$ cat config.mk
export PLATFORM = sky130hd
export DESIGN_NAME = jtag_host
export DESIGN_NICKNAME = d
export VERILOG_FILES = /design/src/rtl/jtag_host.sv
export SDC_FILE = /design/constraint.sdc
export NUM_CORES = 1
export LEC_CHECK = 0
export ABC_AREA = 1
export BUFFER_PORTS_ARGS = -buffer_cell sky130_fd_sc_hd__clkbuf_2
export CAP_MARGIN = 30
export CORE_ASPECT_RATIO = 1.2
export CORE_MARGIN = 2
export CORE_UTILIZATION = 30
export DETAILED_ROUTE_END_ITERATION = 16
export GPL_TIMING_DRIVEN = 0
export SYNTH_ARGS = -nofsm -noshare
export SYNTH_HDL_FRONTEND = slang
export SYNTH_SLANG_ARGS = --single-unit
$ cat constraint.sdc
create_clock -name TCK -period 2 [get_ports TCK]
set_input_delay 0.4 -clock TCK [delete_from_list [all_inputs] [get_ports TCK]]
set_output_delay 0.4 -clock TCK [all_outputs]
set_load 0.005 [all_outputs]
$ cat src/rtl/jtag_host.sv
// jtag_host: command-driven JTAG TAP host issuing TAP reset, IR scans and DR scans.
// Optional macro JTAG_HOST_IDLE_PAD_EN appends two Run-Test/Idle cycles to every op.
module jtag_host #(
  parameter int DW = 64,
  parameter int LW = 7
) (
  input  logic          TCK,
  input  logic          TRST_N,
  input  logic          cmd_valid,
  output logic          cmd_ready,
  input  logic [1:0]    cmd_op,
  input  logic [LW-1:0] cmd_len,
  input  logic [DW-1:0] cmd_data,
  output logic          rsp_valid,
  input  logic          rsp_ready,
  output logic [DW-1:0] rsp_data,
  output logic          rsp_err,
  output logic          TMS,
  output logic          TDI,
  input  logic          TDO
);
`ifdef JTAG_HOST_IDLE_PAD_EN
  localparam logic [3:0] PAD = 4'd2;
`else
  localparam logic [3:0] PAD = 4'd0;
`endif
  localparam logic [1:0]    OP_RST  = 2'd0;
  localparam logic [1:0]    OP_IR   = 2'd1;
  localparam logic [1:0]    OP_DR   = 2'd2;
  localparam logic [LW-1:0] LEN_MAX = LW'(DW);

  typedef enum logic [2:0] {S_IDLE, S_PRE, S_SHIFT, S_POST, S_RESP} state_t;

  state_t        r_state, w_state_n;
  logic [3:0]    r_cnt, w_cnt_n;
  logic [LW-1:0] r_bit, w_bit_n;
  logic [LW-1:0] r_len, r_smp_idx;
  logic [1:0]    r_op;
  logic [DW-1:0] r_sh, r_rsp_data;
  logic          r_init, r_err, r_rsp_valid, r_tms, r_tdi, r_smp_en;
  logic          w_tms_n, w_tdi_n, w_accept, w_bad, w_pre_last, w_shift_last;

  assign cmd_ready    = (r_state == S_IDLE) && !r_init;
  assign w_accept     = cmd_valid && cmd_ready;
  assign w_bad        = (cmd_op == 2'd3) || (cmd_len == '0) || (cmd_len > LEN_MAX);
  assign w_shift_last = (r_bit == r_len - 1'b1);
  assign rsp_valid    = r_rsp_valid;
  assign rsp_err      = r_rsp_valid && r_err;
  assign rsp_data     = r_rsp_data;
  assign TMS          = r_tms;
  assign TDI          = r_tdi;

  // Last PRE step: reset walks 5 ones + 0 (+pad), IR needs 1,1,0,0, DR needs 1,0,0.
  always_comb begin
    case (r_op)
      OP_IR:   w_pre_last = (r_cnt == 4'd3);
      OP_DR:   w_pre_last = (r_cnt == 4'd2);
      default: w_pre_last = (r_cnt == 4'd5 + PAD);
    endcase
  end

  always_comb begin
    w_state_n = r_state;
    w_cnt_n   = r_cnt;
    w_bit_n   = r_bit;
    w_tms_n   = 1'b0;
    w_tdi_n   = 1'b0;
    case (r_state)
      S_IDLE: begin
        if (r_init) begin
          // TMS is already 1 out of reset, so the boot walk starts one step in.
          w_tms_n   = 1'b1;
          w_cnt_n   = 4'd1;
          w_state_n = S_PRE;
        end else if (w_accept) begin
          w_cnt_n   = 4'd0;
          w_bit_n   = '0;
          w_state_n = w_bad ? S_RESP : S_PRE;
        end
      end
      S_PRE: begin
        case (r_op)
          OP_IR:   w_tms_n = (r_cnt < 4'd2);
          OP_DR:   w_tms_n = (r_cnt == 4'd0);
          default: w_tms_n = (r_cnt < 4'd5);
        endcase
        w_cnt_n = r_cnt + 4'd1;
        if (w_pre_last) begin
          w_cnt_n   = 4'd0;
          w_state_n = (r_op == OP_RST) ? S_RESP : S_SHIFT;
        end
      end
      S_SHIFT: begin
        w_tms_n = w_shift_last;
        w_tdi_n = r_sh[0];
        w_bit_n = r_bit + 1'b1;
        if (w_shift_last) w_state_n = S_POST;
      end
      S_POST: begin
        w_tms_n = (r_cnt == 4'd0);
        w_cnt_n = r_cnt + 4'd1;
        if (r_cnt == 4'd1 + PAD) w_state_n = S_RESP;
      end
      S_RESP: begin
        if (r_init || (r_rsp_valid && rsp_ready)) w_state_n = S_IDLE;
      end
      default: w_state_n = S_IDLE;
    endcase
  end

  always_ff @(posedge TCK or negedge TRST_N) begin
    if (!TRST_N) begin
      r_state     <= S_IDLE;
      r_cnt       <= 4'd0;
      r_bit       <= '0;
      r_len       <= '0;
      r_op        <= OP_RST;
      r_sh        <= '0;
      r_rsp_data  <= '0;
      r_init      <= 1'b1;
      r_err       <= 1'b0;
      r_rsp_valid <= 1'b0;
      r_tms       <= 1'b1;
      r_tdi       <= 1'b0;
      r_smp_en    <= 1'b0;
      r_smp_idx   <= '0;
    end else begin
      r_state   <= w_state_n;
      r_cnt     <= w_cnt_n;
      r_bit     <= w_bit_n;
      r_tms     <= w_tms_n;
      r_tdi     <= w_tdi_n;
      // TDO belongs to the shift value the target consumes this edge, i.e. last edge's bit.
      r_smp_en  <= (r_state == S_SHIFT);
      r_smp_idx <= r_bit;
      if (r_smp_en)
        for (int i = 0; i < DW; i++)
          if (r_smp_idx == LW'(i)) r_rsp_data[i] <= TDO;
      if (r_state == S_SHIFT) r_sh <= r_sh >> 1;
      if (w_accept) begin
        r_op       <= cmd_op;
        r_len      <= cmd_len;
        r_sh       <= cmd_data;
        r_rsp_data <= '0;
        r_err      <= w_bad;
      end
      if (r_state == S_RESP) begin
        if (r_init) r_init <= 1'b0;
        else if (!r_rsp_valid) r_rsp_valid <= 1'b1;
        else if (rsp_ready) begin
          r_rsp_valid <= 1'b0;
          r_err       <= 1'b0;
        end
      end
    end
  end
endmodule

==> impl_metrics.csv <==
group,metric,value,unit
floorplanning,initial_core_util,30.4,%
final_layout,fin_nets,1178,
cts,cts_root_buffer,"clkbuf_16",
worst_setup_path,start_kind,"flip-flop",
routing,drc,0,
routing,routed_wl,21.4,mm
sta,maxSlewHeadroom,49.1,%
sta,rsz0062_at_grt,"no",
sta,hold_viol,0,
final_layout,drive_above_1_share,20.9,%
floorplanning,rows,64,
sta,drv_slew,0,
cts,cts_resized,0,
synth,yosys_warnings,0,
pwr,pwr_density_cell,713,nW/um^2
worst_setup_path,r2r_slack,210,ps
worst_setup_path,cp_data_required_time,1600,ps
worst_setup_path,critPathSlowestCell,"dfrtp_1",
synth,synthFlopType,"dfrtp_1",
sta,fmax,0.550,GHz
place,place.gp.congestion,0.811,
worst_setup_path,cp-end-kind,"output port",
synth,synth.area.top_cells,"dfrtp_1, nand2_1, a31oi_1",
cts,cts-buffers-inserted,17,
cts,cts_tree,"yes",
worst_setup_path,path_cells,"nor2_4 > nand2_2 > nor2_8 > clkbuf_2",
worst_setup_path,worst-setup-path-type,"reg2out",
pwr,leakagePower,4.56,nW
final_layout,n_fill_cell,2653,
worst_setup_path,crit_family,"flip-flops",
global_routing,grt_overflow,0,
routing,dr.pass1.iters,7,
sta,period_needed,1820,ps
place,numPortBuffers,146,
cts,cts_hold_buf,0,
synth,syn_area,7740,sq um
routing,vias_per_cell,4.82,
synth,ys_seq_area_share,53.1,%
synth,synth_edf_count,0,
floorplanning,num_io_pins,147,
sta,worst_pin_slew,763,ps
floorplanning,die_area,27100,sq um
synth,syn-num-nets,1012,
routing,ant_nets,0,
global_routing,grt_use_total,15.9,%
final_layout,areaGrowthSynthToFinish,22.5,%
sta,fin_crit_sh,90.9,%
cts,worstSkewPairLatency,420,ps
final_layout,final_core_util,37.2,%
cts,clk_pin_slew_worst_paths,70,ps
synth,synthCells,924,
routing,drt-wirelength-per-cell,14.9,um
cts,cts_sinks,164,
worst_hold_path,hold_path.class,"in2async",
routing,first_iter_violations,506,
global_routing,grt_pass1_wl,34.5,mm
routing,vias,6917,
cts,post_cts_buffers,0,
place,dpl.hpwl,15.5,mm
floorplanning,core,25500,sq um
worst_setup_path,arrival,1420,ps
cts,htreeDepth,4,
global_routing,grt_pass1_vias,6570,
floorplanning,die_x,151,um
synth,synth_top_area_share,52.4,%
outcome,status,"complete, no violations",
synth,post-synth-top-area-cell,"dfrtp_1",
synth,async_flop_share,100,%
cts,clk_path_buf_depth,2,
sta,finalSetupViolations,0,
synth,synth_cell_type_count,41,
worst_setup_path,crit_fanout,6,
worst_setup_path,cp_slowest_stage_delay,470,ps
worst_setup_path,crit_buf_inv,1,
global_routing,grt_max_degree,91,
job,drv_cap,0,
synth,ys_ff_latch,164,
floorplanning,die_y,180,um
synth,avgSynthCellArea,8.38,sq um
place,placedInstanceArea,8920,sq um
global_routing,antenna_found_initial,2,
sta,fin_skew,10.7,ps
pwr,vdd_drop_max,0.569,mV
final_layout,design_area,9480,sq um
==> state kept, by name, indices dropped and copies added, names as in the netlist <==
| name | flops |
|---|---|
| r_bit | 7 |
| r_op | 2 |
| r_smp_idx | 7 |
| r_state | 3 |
| TDI | 1 |
| r_smp_en | 1 |
| r_cnt | 4 |
| r_len | 7 |
| r_init | 1 |
| rsp_valid | 1 |
| r_err | 1 |
| r_sh | 64 |
| TMS | 1 |
| rsp_data | 64 |
==> final timing paths <==
path                            start      endpoint  cells after the start
setup / recovery           r_state[1]     cmd_ready                      4
setup reg to reg           r_state[1]  rsp_data[53]                      7
max in group asynchronous      TRST_N        r_init                      2
min in group TCK           cmd_len[5]      r_len[5]                      3
hold / removal                 TRST_N  rsp_data[21]                      1
hold reg to reg              r_bit[1]  r_smp_idx[1]                      0
==> layout by cell type, fill, tap and decap left out, drive strengths merged <==
cell type and count:
nand3b 1, a22oi 2, nand3 18, diode 2
a21boi 1, a22o 1, nor3 21, clkbuf 185
dfstp 2, nand2 257, bufinv 1, ha 10
a21oi 36, xor2 2, buf 30, o21ai 90
inv 56, o31ai 2, o211ai 1, o22ai 1
nor4 2, dfrtp 162, xnor2 3, o21a 1
clkinvlp 4, a31oi 94, nand4 2, clkinv 4
nor2 114
==> Yosys cell counts, drive strengths merged (2+ instances only) <==
cell type / instances
nand4: 2
o31ai: 2
a21oi: 36
a22oi: 2
nand3: 18
dfstp: 2
nor3: 21
nor4: 2
o21ai: 90
nor2: 114
inv: 52
buf: 29
nand2: 257
xor2: 2
clkbuf: 20
a31oi: 94
xnor2: 3
ha: 10
dfrtp: 162
==> cells by family (layout without fill, tap and decap cells) <==
group / after synthesis / count (layout) / synth area share, %
xor+xnor: 5 / 5 / 0.566
fa+ha+maj: 10 / 10 / 1.62
simple gates: 415 / 415 / 22.1
flops: 164 / 164 / 53.1
other cells: 0 / 2 / 0
buf+inv: 101 / 280 / 6.03
compound gates: 229 / 229 / 16.6
==> per-stage QoR <==
stage                     hold WS, ps  TNS (ps)  setup slack (ps)  total power (W)  instances
after floorplan                   104         0               469          0.00347        924
after global placement            423   -418520             -2580          0.00367       1400
after detailed placement          427         0               215          0.00368       1401
after CTS                        60.4         0               151          0.00684       1433
after global routing             86.9         0              55.8          0.00702       1435
final                            31.9         0               182          0.00676       1435
==> metal layers <==
layer | vias to the layer above | wire (um) | GRT usage, %
met1 | 3273 | 9700 | 21.4
met3 | 20 | 1300 | 3.76
met5 | - | 0 | 0
met4 | 0 | 310 | 4.75
met2 | 189 | 10100 | 25.5
li1 | 3435 | - | -
==> layout make-up <==
cell class,instances,area [sq um],share of cell area (%)
antenna,2,5.00,0.0528
buffer,49,269,2.84
clock buffer,19,433,4.57
clock inverter,13,123,1.29
inverter,52,198,2.09
multi-input combinational,659,3170,33.4
sequential,164,4110,43.3
tap,330,413,4.36
timing repair buffer,147,767,8.09
==> report_power, final <==
part	total [W]	internal (W)	switching [W]
clock	0.00315	0.00173	0.00142
sequential	0.00336	0.00334	0.0000181
combinational	0.000249	0.0000972	0.000152
total	0.00676	0.00517	0.00159
Note: power is estimated with default switching activity, not from simulation.
